`config.mk`:
```
export PLATFORM = sky130hd
export DESIGN_NAME = vending_machine_gen
export DESIGN_NICKNAME = d
export VERILOG_FILES = /design/src/rtl/vending_machine_gen.sv
export SDC_FILE = /design/constraint.sdc
export NUM_CORES = 1
export LEC_CHECK = 0
export CORE_UTILIZATION = 63
export DETAILED_ROUTE_END_ITERATION = 6
export GPL_TIMING_DRIVEN = 0
export PLACE_DENSITY = 0.82
export SETUP_SLACK_MARGIN = 0.05
export SLEW_MARGIN = 30
export SYNTH_ARGS = -nofsm -noshare
export SYNTH_HDL_FRONTEND = slang
export SYNTH_SLANG_ARGS = --single-unit
```
`constraint.sdc`:
```
create_clock -name clk -period 7.3 [get_ports clk]
set_clock_uncertainty 0.05 [all_clocks]
set_input_delay 1.46 -clock clk [delete_from_list [all_inputs] [get_ports clk]]
set_output_delay 1.46 -clock clk [all_outputs]
set_load 0.1 [all_outputs]
```
`src/rtl/vending_machine_gen.sv`:
```
// Vending controller: coin intake, per-item stock, refill, greedy change
// dispensing (one coin per cycle) with full-refund rollback.
module vending_machine_gen #(
    parameter int CNT_W      = 3,
    parameter int IN_W       = 2,
    parameter int INIT_CNT   = 2,
    parameter int STOCK_W    = 2,
    parameter int INIT_STOCK = 3,
    parameter int VAL_W      = 10,
    parameter int COST_A     = 8,
    parameter int COST_B     = 15,
    parameter int COST_C     = 22
) (
    input  logic                clk,
    input  logic                reset,
    input  logic [4*IN_W-1:0]   coinIn,
    input  logic [1:0]          itemTypeIn,
    input  logic                refillEn,
    output logic [4*CNT_W-1:0]  coinOut,
    output logic [1:0]          itemTypeOut,
    output logic [1:0]          serviceTypeOut,
    output logic [2:0]          soldOut,
    output logic                refund,
    output logic                p_change,
    output logic                p_balance
);
    localparam int CNT_MAX   = 2**CNT_W - 1;
    localparam int STOCK_MAX = 2**STOCK_W - 1;

    typedef enum logic [1:0] {
        S_OFF    = 2'b00,
        S_ON     = 2'b01,
        S_BUSY   = 2'b10,
        S_REFUND = 2'b11
    } state_t;

    // Coin index k: 3 = 50, 2 = 10, 1 = 5, 0 = 1 (matches the packed port layout).
    function automatic logic [VAL_W-1:0] coin_value(input logic [1:0] idx);
        case (idx)
            2'd3:    return VAL_W'(50);
            2'd2:    return VAL_W'(10);
            2'd1:    return VAL_W'(5);
            default: return VAL_W'(1);
        endcase
    endfunction

    function automatic logic [VAL_W-1:0] item_cost(input logic [1:0] item);
        case (item)
            2'd1:    return VAL_W'(COST_A);
            2'd2:    return VAL_W'(COST_B);
            2'd3:    return VAL_W'(COST_C);
            default: return '0;
        endcase
    endfunction

    state_t                       state_q, state_d;
    logic [3:0][CNT_W-1:0]        cnt_q, cnt_d;
    logic [2:0][STOCK_W-1:0]      stock_q, stock_d;
    logic [3:0][CNT_W-1:0]        coin_out_q, coin_out_d;
    logic [3:0][IN_W-1:0]         latched_q, latched_d;
    logic [1:0]                   item_out_q, item_out_d;
    logic [1:0]                   item_q, item_d;
    logic [1:0]                   coin_type_q, coin_type_d;
    logic                         refund_q, refund_d;
    logic [VAL_W-1:0]             in_value_q, in_value_d;
    logic [VAL_W-1:0]             svc_value_q, svc_value_d;
    logic [VAL_W-1:0]             init_value_q, init_value_d;

    logic [3:0][IN_W-1:0]         coin_f;
    logic [3:0][CNT_W:0]          cnt_sum;
    logic [VAL_W-1:0]             machine_value, coin_in_value, coin_out_value, coin_v;
    logic                         overflow;
    logic [2:0]                   req_onehot;
    logic                         req_sold_out;

    assign coin_f = coinIn;

    always_comb begin
        machine_value  = '0;
        coin_in_value  = '0;
        coin_out_value = '0;
        overflow       = 1'b0;
        cnt_sum        = '0;
        for (int k = 0; k < 4; k++) begin
            machine_value  = machine_value + VAL_W'(cnt_q[k]) * coin_value(2'(k));
            coin_in_value  = coin_in_value + VAL_W'(coin_f[k]) * coin_value(2'(k));
            coin_out_value = coin_out_value + VAL_W'(coin_out_q[k]) * coin_value(2'(k));
            cnt_sum[k]     = (CNT_W+1)'(cnt_q[k]) + (CNT_W+1)'(coin_f[k]);
            if (cnt_sum[k] > (CNT_W+1)'(CNT_MAX)) overflow = 1'b1;
        end
    end

    for (genvar i = 0; i < 3; i++) begin : g_sold
        assign soldOut[i] = (stock_q[i] == '0);
    end

    assign req_onehot   = {itemTypeIn == 2'd3, itemTypeIn == 2'd2, itemTypeIn == 2'd1};
    assign req_sold_out = |(soldOut & req_onehot);
    assign coin_v       = coin_value(coin_type_q);

    always_comb begin
        // NOTE: every next-state variable takes its held value first, so no path infers a latch.
        state_d      = state_q;
        cnt_d        = cnt_q;
        stock_d      = stock_q;
        coin_out_d   = coin_out_q;
        latched_d    = latched_q;
        item_out_d   = item_out_q;
        item_d       = item_q;
        coin_type_d  = coin_type_q;
        refund_d     = refund_q;
        in_value_d   = in_value_q;
        svc_value_d  = svc_value_q;
        init_value_d = init_value_q;

        case (state_q)
            S_ON: begin
                if (refillEn) begin
                    for (int k = 0; k < 4; k++) begin
                        if (cnt_sum[k] > (CNT_W+1)'(CNT_MAX)) cnt_d[k] = CNT_W'(CNT_MAX);
                        else                                  cnt_d[k] = CNT_W'(cnt_sum[k]);
                    end
                    stock_d = {3{STOCK_W'(STOCK_MAX)}};
                end else if (itemTypeIn != 2'd0) begin
                    latched_d    = coin_f;
                    in_value_d   = coin_in_value;
                    init_value_d = machine_value;
                    item_d       = itemTypeIn;
                    if (req_sold_out || coin_in_value < item_cost(itemTypeIn) || overflow) begin
                        for (int k = 0; k < 4; k++) coin_out_d[k] = CNT_W'(coin_f[k]);
                        item_out_d = 2'd0;
                        refund_d   = 1'b1;
                        state_d    = S_OFF;
                    end else begin
                        for (int k = 0; k < 4; k++) cnt_d[k] = CNT_W'(cnt_sum[k]);
                        svc_value_d = coin_in_value - item_cost(itemTypeIn);
                        coin_out_d  = '0;
                        coin_type_d = 2'd3;
                        state_d     = S_BUSY;
                    end
                end
            end
            S_BUSY: begin
                if (svc_value_q >= coin_v && cnt_q[coin_type_q] != '0) begin
                    coin_out_d[coin_type_q] = coin_out_q[coin_type_q] + CNT_W'(1);
                    cnt_d[coin_type_q]      = cnt_q[coin_type_q] - CNT_W'(1);
                    svc_value_d             = svc_value_q - coin_v;
                end else if (coin_type_q != 2'd0) begin
                    coin_type_d = coin_type_q - 2'd1;
                end else if (svc_value_q == '0) begin
                    item_out_d = item_q;
                    refund_d   = 1'b0;
                    state_d    = S_OFF;
                    case (item_q)
                        2'd1:    stock_d[0] = stock_q[0] - STOCK_W'(1);
                        2'd2:    stock_d[1] = stock_q[1] - STOCK_W'(1);
                        2'd3:    stock_d[2] = stock_q[2] - STOCK_W'(1);
                        default: ;
                    endcase
                end else begin
                    state_d = S_REFUND;
                end
            end
            S_REFUND: begin
                // Undo the partial change and the accepted coins; the sum is never negative.
                for (int k = 0; k < 4; k++) begin
                    cnt_d[k]      = CNT_W'((CNT_W+1)'(cnt_q[k]) + (CNT_W+1)'(coin_out_q[k])
                                           - (CNT_W+1)'(latched_q[k]));
                    coin_out_d[k] = CNT_W'(latched_q[k]);
                end
                item_out_d = 2'd0;
                refund_d   = 1'b1;
                state_d    = S_OFF;
            end
            default: begin
                coin_out_d = '0;
                item_out_d = 2'd0;
                refund_d   = 1'b0;
                state_d    = S_ON;
            end
        endcase
    end

    // NOTE: state registers use non-blocking assignment so all flops update together.
    always_ff @(posedge clk or posedge reset) begin
        if (reset) begin
            state_q      <= S_ON;
            cnt_q        <= {4{CNT_W'(INIT_CNT)}};
            stock_q      <= {3{STOCK_W'(INIT_STOCK)}};
            coin_out_q   <= '0;
            latched_q    <= '0;
            item_out_q   <= 2'd0;
            item_q       <= 2'd0;
            coin_type_q  <= 2'd3;
            refund_q     <= 1'b0;
            in_value_q   <= '0;
            svc_value_q  <= '0;
            init_value_q <= '0;
        end else begin
            state_q      <= state_d;
            cnt_q        <= cnt_d;
            stock_q      <= stock_d;
            coin_out_q   <= coin_out_d;
            latched_q    <= latched_d;
            item_out_q   <= item_out_d;
            item_q       <= item_d;
            coin_type_q  <= coin_type_d;
            refund_q     <= refund_d;
            in_value_q   <= in_value_d;
            svc_value_q  <= svc_value_d;
            init_value_q <= init_value_d;
        end
    end

    assign coinOut        = coin_out_q;
    assign itemTypeOut    = item_out_q;
    assign serviceTypeOut = state_q;
    assign refund         = refund_q;
    assign p_change  = (state_q == S_OFF) && (coin_out_value + item_cost(item_out_q) != in_value_q);
    assign p_balance = (state_q == S_OFF) && (machine_value + coin_out_value != init_value_q + in_value_q);
endmodule

```
==> results.sh <==
export IMPL_status="complete, no violations"
export IMPL_fin_crit_sh=0.9716
export IMPL_cp_required_ns=5.79
export IMPL_die_w_microns=118.9
export IMPL_min_period_ns=7.093
export IMPL_n_antenna_cell=0
export IMPL_fin_tns_setup_ns=0
export IMPL_ff2ff_path_depth=17
export IMPL_reg2reg_to="coinOut[11]$_DFFE_PP0P_"
export IMPL_maxSlewHeadroom=0.3423
export IMPL_grt_max_degree=40
export IMPL_start_util=0.6474
export IMPL_syn_instance_count=975
export IMPL_clk_pin_slew_ns=0.06
export IMPL_synth_top_area_cell="ha_1"
export IMPL_async_reset_ff_frac=1.000
export IMPL_synth_nets=1159
export IMPL_dp_hpwl_microns=18240
export IMPL_synth_edf_count=0
export IMPL_synth_seq_cells=76
export IMPL_synth_avg_cell_area_sq_um=8.828
export IMPL_num_vias=7422
export IMPL_clock_sinks=76
export IMPL_max_clock_path_buffers=2
export IMPL_areaGrowthSynthToFinish_pct=10.71
export IMPL_synth_seq_area_share=0.2229
export IMPL_max_clock_freq_mhz=141.0
export IMPL_root_buffer="clkbuf_16"
export IMPL_wl_per_cell_microns=19.35
export IMPL_die_area_sq_um=14130
export IMPL_antenna_found_initial=0
export IMPL_arrival_ns=5.58
export IMPL_cts_hold_buf=0
export IMPL_grt_use_total=0.3465
export IMPL_core_sq_um=13300
export IMPL_io_buffers=33
export IMPL_finalHoldViolCount=0
export IMPL_tightest_slew_ns=0.9834
export IMPL_synth_area_top_cells="ha_1 (20%), dfrtp_1 (18%), fa_1 (8.4%)"
export IMPL_rsz0062_at_grt="true"
export IMPL_synth_warnings=0
export IMPL_drt_wl_total_microns=23240
export IMPL_rows=42
export IMPL_vias_per_cell=6.180
export IMPL_nets=1204
export IMPL_r2r_start="coin_type_q[1]$_DFFE_PP1P_"
export IMPL_grt_pass1_vias=7250
export IMPL_post_cts_buffers=0
export IMPL_endpoint="p_change"
export IMPL_syn_cell_area_sq_um=8607
export IMPL_synth_largest_type_area_fraction=0.1962
export IMPL_final_common_cell="ha_1"
export IMPL_worst_setup_path_start_kind="flip-flop"
export IMPL_max_cap_viol_count=0
export IMPL_fin_ws_ns=0.2072
export IMPL_slew_viol_final=0
export IMPL_r2r_slack_ns=2.67
export IMPL_crit_fanout=6
export IMPL_worstSetupEndpointType="primary output"
export IMPL_startpoint="coinOut[8]$_DFFE_PP0P_"
export IMPL_hold_path_class="reg -> reg"
export IMPL_dr_pass1_iters=6
export IMPL_place_ws_ns=-0.2339
export IMPL_drc_errors=0
export IMPL_die_h_microns=118.9
export IMPL_setup_violations_final=0
export IMPL_ys_flop_type="dfrtp_1"
export IMPL_critical_path_class="reg -> out"
export IMPL_ant_nets=0
export IMPL_cts_buffers=9
export IMPL_globalplace_congestion=0.9883
export IMPL_grt_overflow_total=0
export IMPL_drive_gt1_frac=0.07610
export IMPL_first_iter_violations=799
export IMPL_final_cell_mix="ha_1 (135), inv_1 (120), nand2_1 (90)"
export IMPL_io_pin_count=35
export IMPL_tritoncts="built"
export IMPL_grt_pass1_wl_microns=37800
export IMPL_yosys_cell_types_count=77
export IMPL_clk_latency_ns=0.36
export IMPL_htreeDepth=3
## worst min path at each step
stage,endpoint,startpoint,cells past startpoint,slack (ns)
after floorplan,init_value_q[8]$_DFFE_PP0P_,init_value_q[8]$_DFFE_PP0P_,2,0.40
after global placement,stock_q[1]$_DFFE_PP1P_,stock_q[1]$_DFFE_PP1P_,2,0.41
after detailed placement,init_value_q[0]$_DFFE_PP0P_,init_value_q[0]$_DFFE_PP0P_,2,0.42
after CTS,init_value_q[0]$_DFFE_PP0P_,init_value_q[0]$_DFFE_PP0P_,2,0.43
after global routing,init_value_q[0]$_DFFE_PP0P_,init_value_q[0]$_DFFE_PP0P_,2,0.45
final,init_value_q[2]$_DFFE_PP0P_,init_value_q[2]$_DFFE_PP0P_,2,0.44
## per-layer routing
metal,vias up,wire length (microns),global-route usage
li1,3472,-,-
met1,3488,9815,0.4824
met2,379,10180,0.5227
met3,83,2320,0.07519
met4,0,917,0.1432
met5,-,0,0
## cell type report
| cell class | count | area (sq um) |
|---|---|---|
| fillers | 1036 | 3766 |
| inverters | 121 | 456.7 |
| multi-input cells | 749 | 6140 |
| clock buffers | 9 | 225.2 |
| plain buffers | 29 | 131.4 |
| well taps | 176 | 220.2 |
| flip-flops and latches | 76 | 1918 |
| clock inverters | 7 | 91.34 |
| repair buffers | 34 | 346.6 |
## worst max-delay path: stages (launching register included)
cell and delay [ns]:
dfrtp_1 0.55, ha_1 0.30, ha_1 0.27, inv_1 0.04
fa_1 0.46, fa_1 0.55, fa_1 0.50, xnor2_2 0.21
ha_1 0.37, nand2_1 0.07, o21ai_0 0.36, and3_1 0.33
nand3_1 0.09, and4_1 0.21, o311a_1 0.36, nor3_4 0.10
buf_2 0.45
## cells by family (layout without fill, tap and decap cells)
group,after synthesis,in the layout,synth area share
multiplexers,15,15,0.02660
AND/OR/NAND/NOR,246,246,0.1342
adder cells (fa/ha/maj),171,171,0.2800
flip-flops,76,76,0.2229
AO/OA/AOI/OAI,240,240,0.1900
XOR/XNOR,77,77,0.07835
buffers and inverters,150,200,0.06803
## cells in the mapped netlist (all sizes together) (3+ instances only)
| master | count |
|---|---|
| o32ai | 3 |
| nor4 | 3 |
| inv | 121 |
| nor2b | 15 |
| o22ai | 6 |
| a21o | 18 |
| o41ai | 3 |
| mux2 | 3 |
| a21oi | 73 |
| fa | 36 |
| a31oi | 5 |
| a211oi | 14 |
| xor2 | 15 |
| xnor2 | 62 |
| nand2b | 7 |
| a22oi | 4 |
| nand3 | 12 |
| nor3 | 19 |
| o31ai | 6 |
| o211ai | 5 |
| mux2i | 6 |
| or2 | 5 |
| a2bb2oi | 3 |
| dfrtp | 63 |
| o21ai | 56 |
| a221o | 9 |
| nand4 | 4 |
| ha | 135 |
| o21bai | 3 |
| a22o | 5 |
| nand2 | 93 |
| a21boi | 4 |
| and3 | 4 |
| mux4 | 6 |
| buf | 9 |
| clkbuf | 20 |
| dfstp | 13 |
| o21a | 4 |
| nor2 | 72 |
| or3 | 4 |
## state kept, by name, summed over array words and instances (netlist names)
name            count
latched_q           8
item_q              2
refund              1
cnt_q              12
itemTypeOut         2
svc_value_q        10
coin_type_q         2
coinOut            12
in_value_q          9
init_value_q       10
serviceTypeOut      2
stock_q             6
## timing repair
| item | 4_1_cts | 5_1_grt |
|---|---|---|
| resized for setup | 8 | 7 |
| gates cloned | 0 | 0 |
| endpoints found under the setup margin | 2 | 2 |
## per-stage QoR
step                      hold slack, ns  std cells  instance area [sq um]  utilization
after floorplan                   0.3998        975                   8631            -
after global placement            0.4135       1184                   9181       0.6906
after detailed placement          0.4186       1185                   9204       0.6923
after CTS                         0.4332       1201                   9517       0.7158
after global routing              0.4507       1201                   9529       0.7167
final                             0.4351       1201                   9529       0.7167
Power is not shown: default switching activity piles up to over one toggle a cycle in this logic, so the estimate is an artifact.
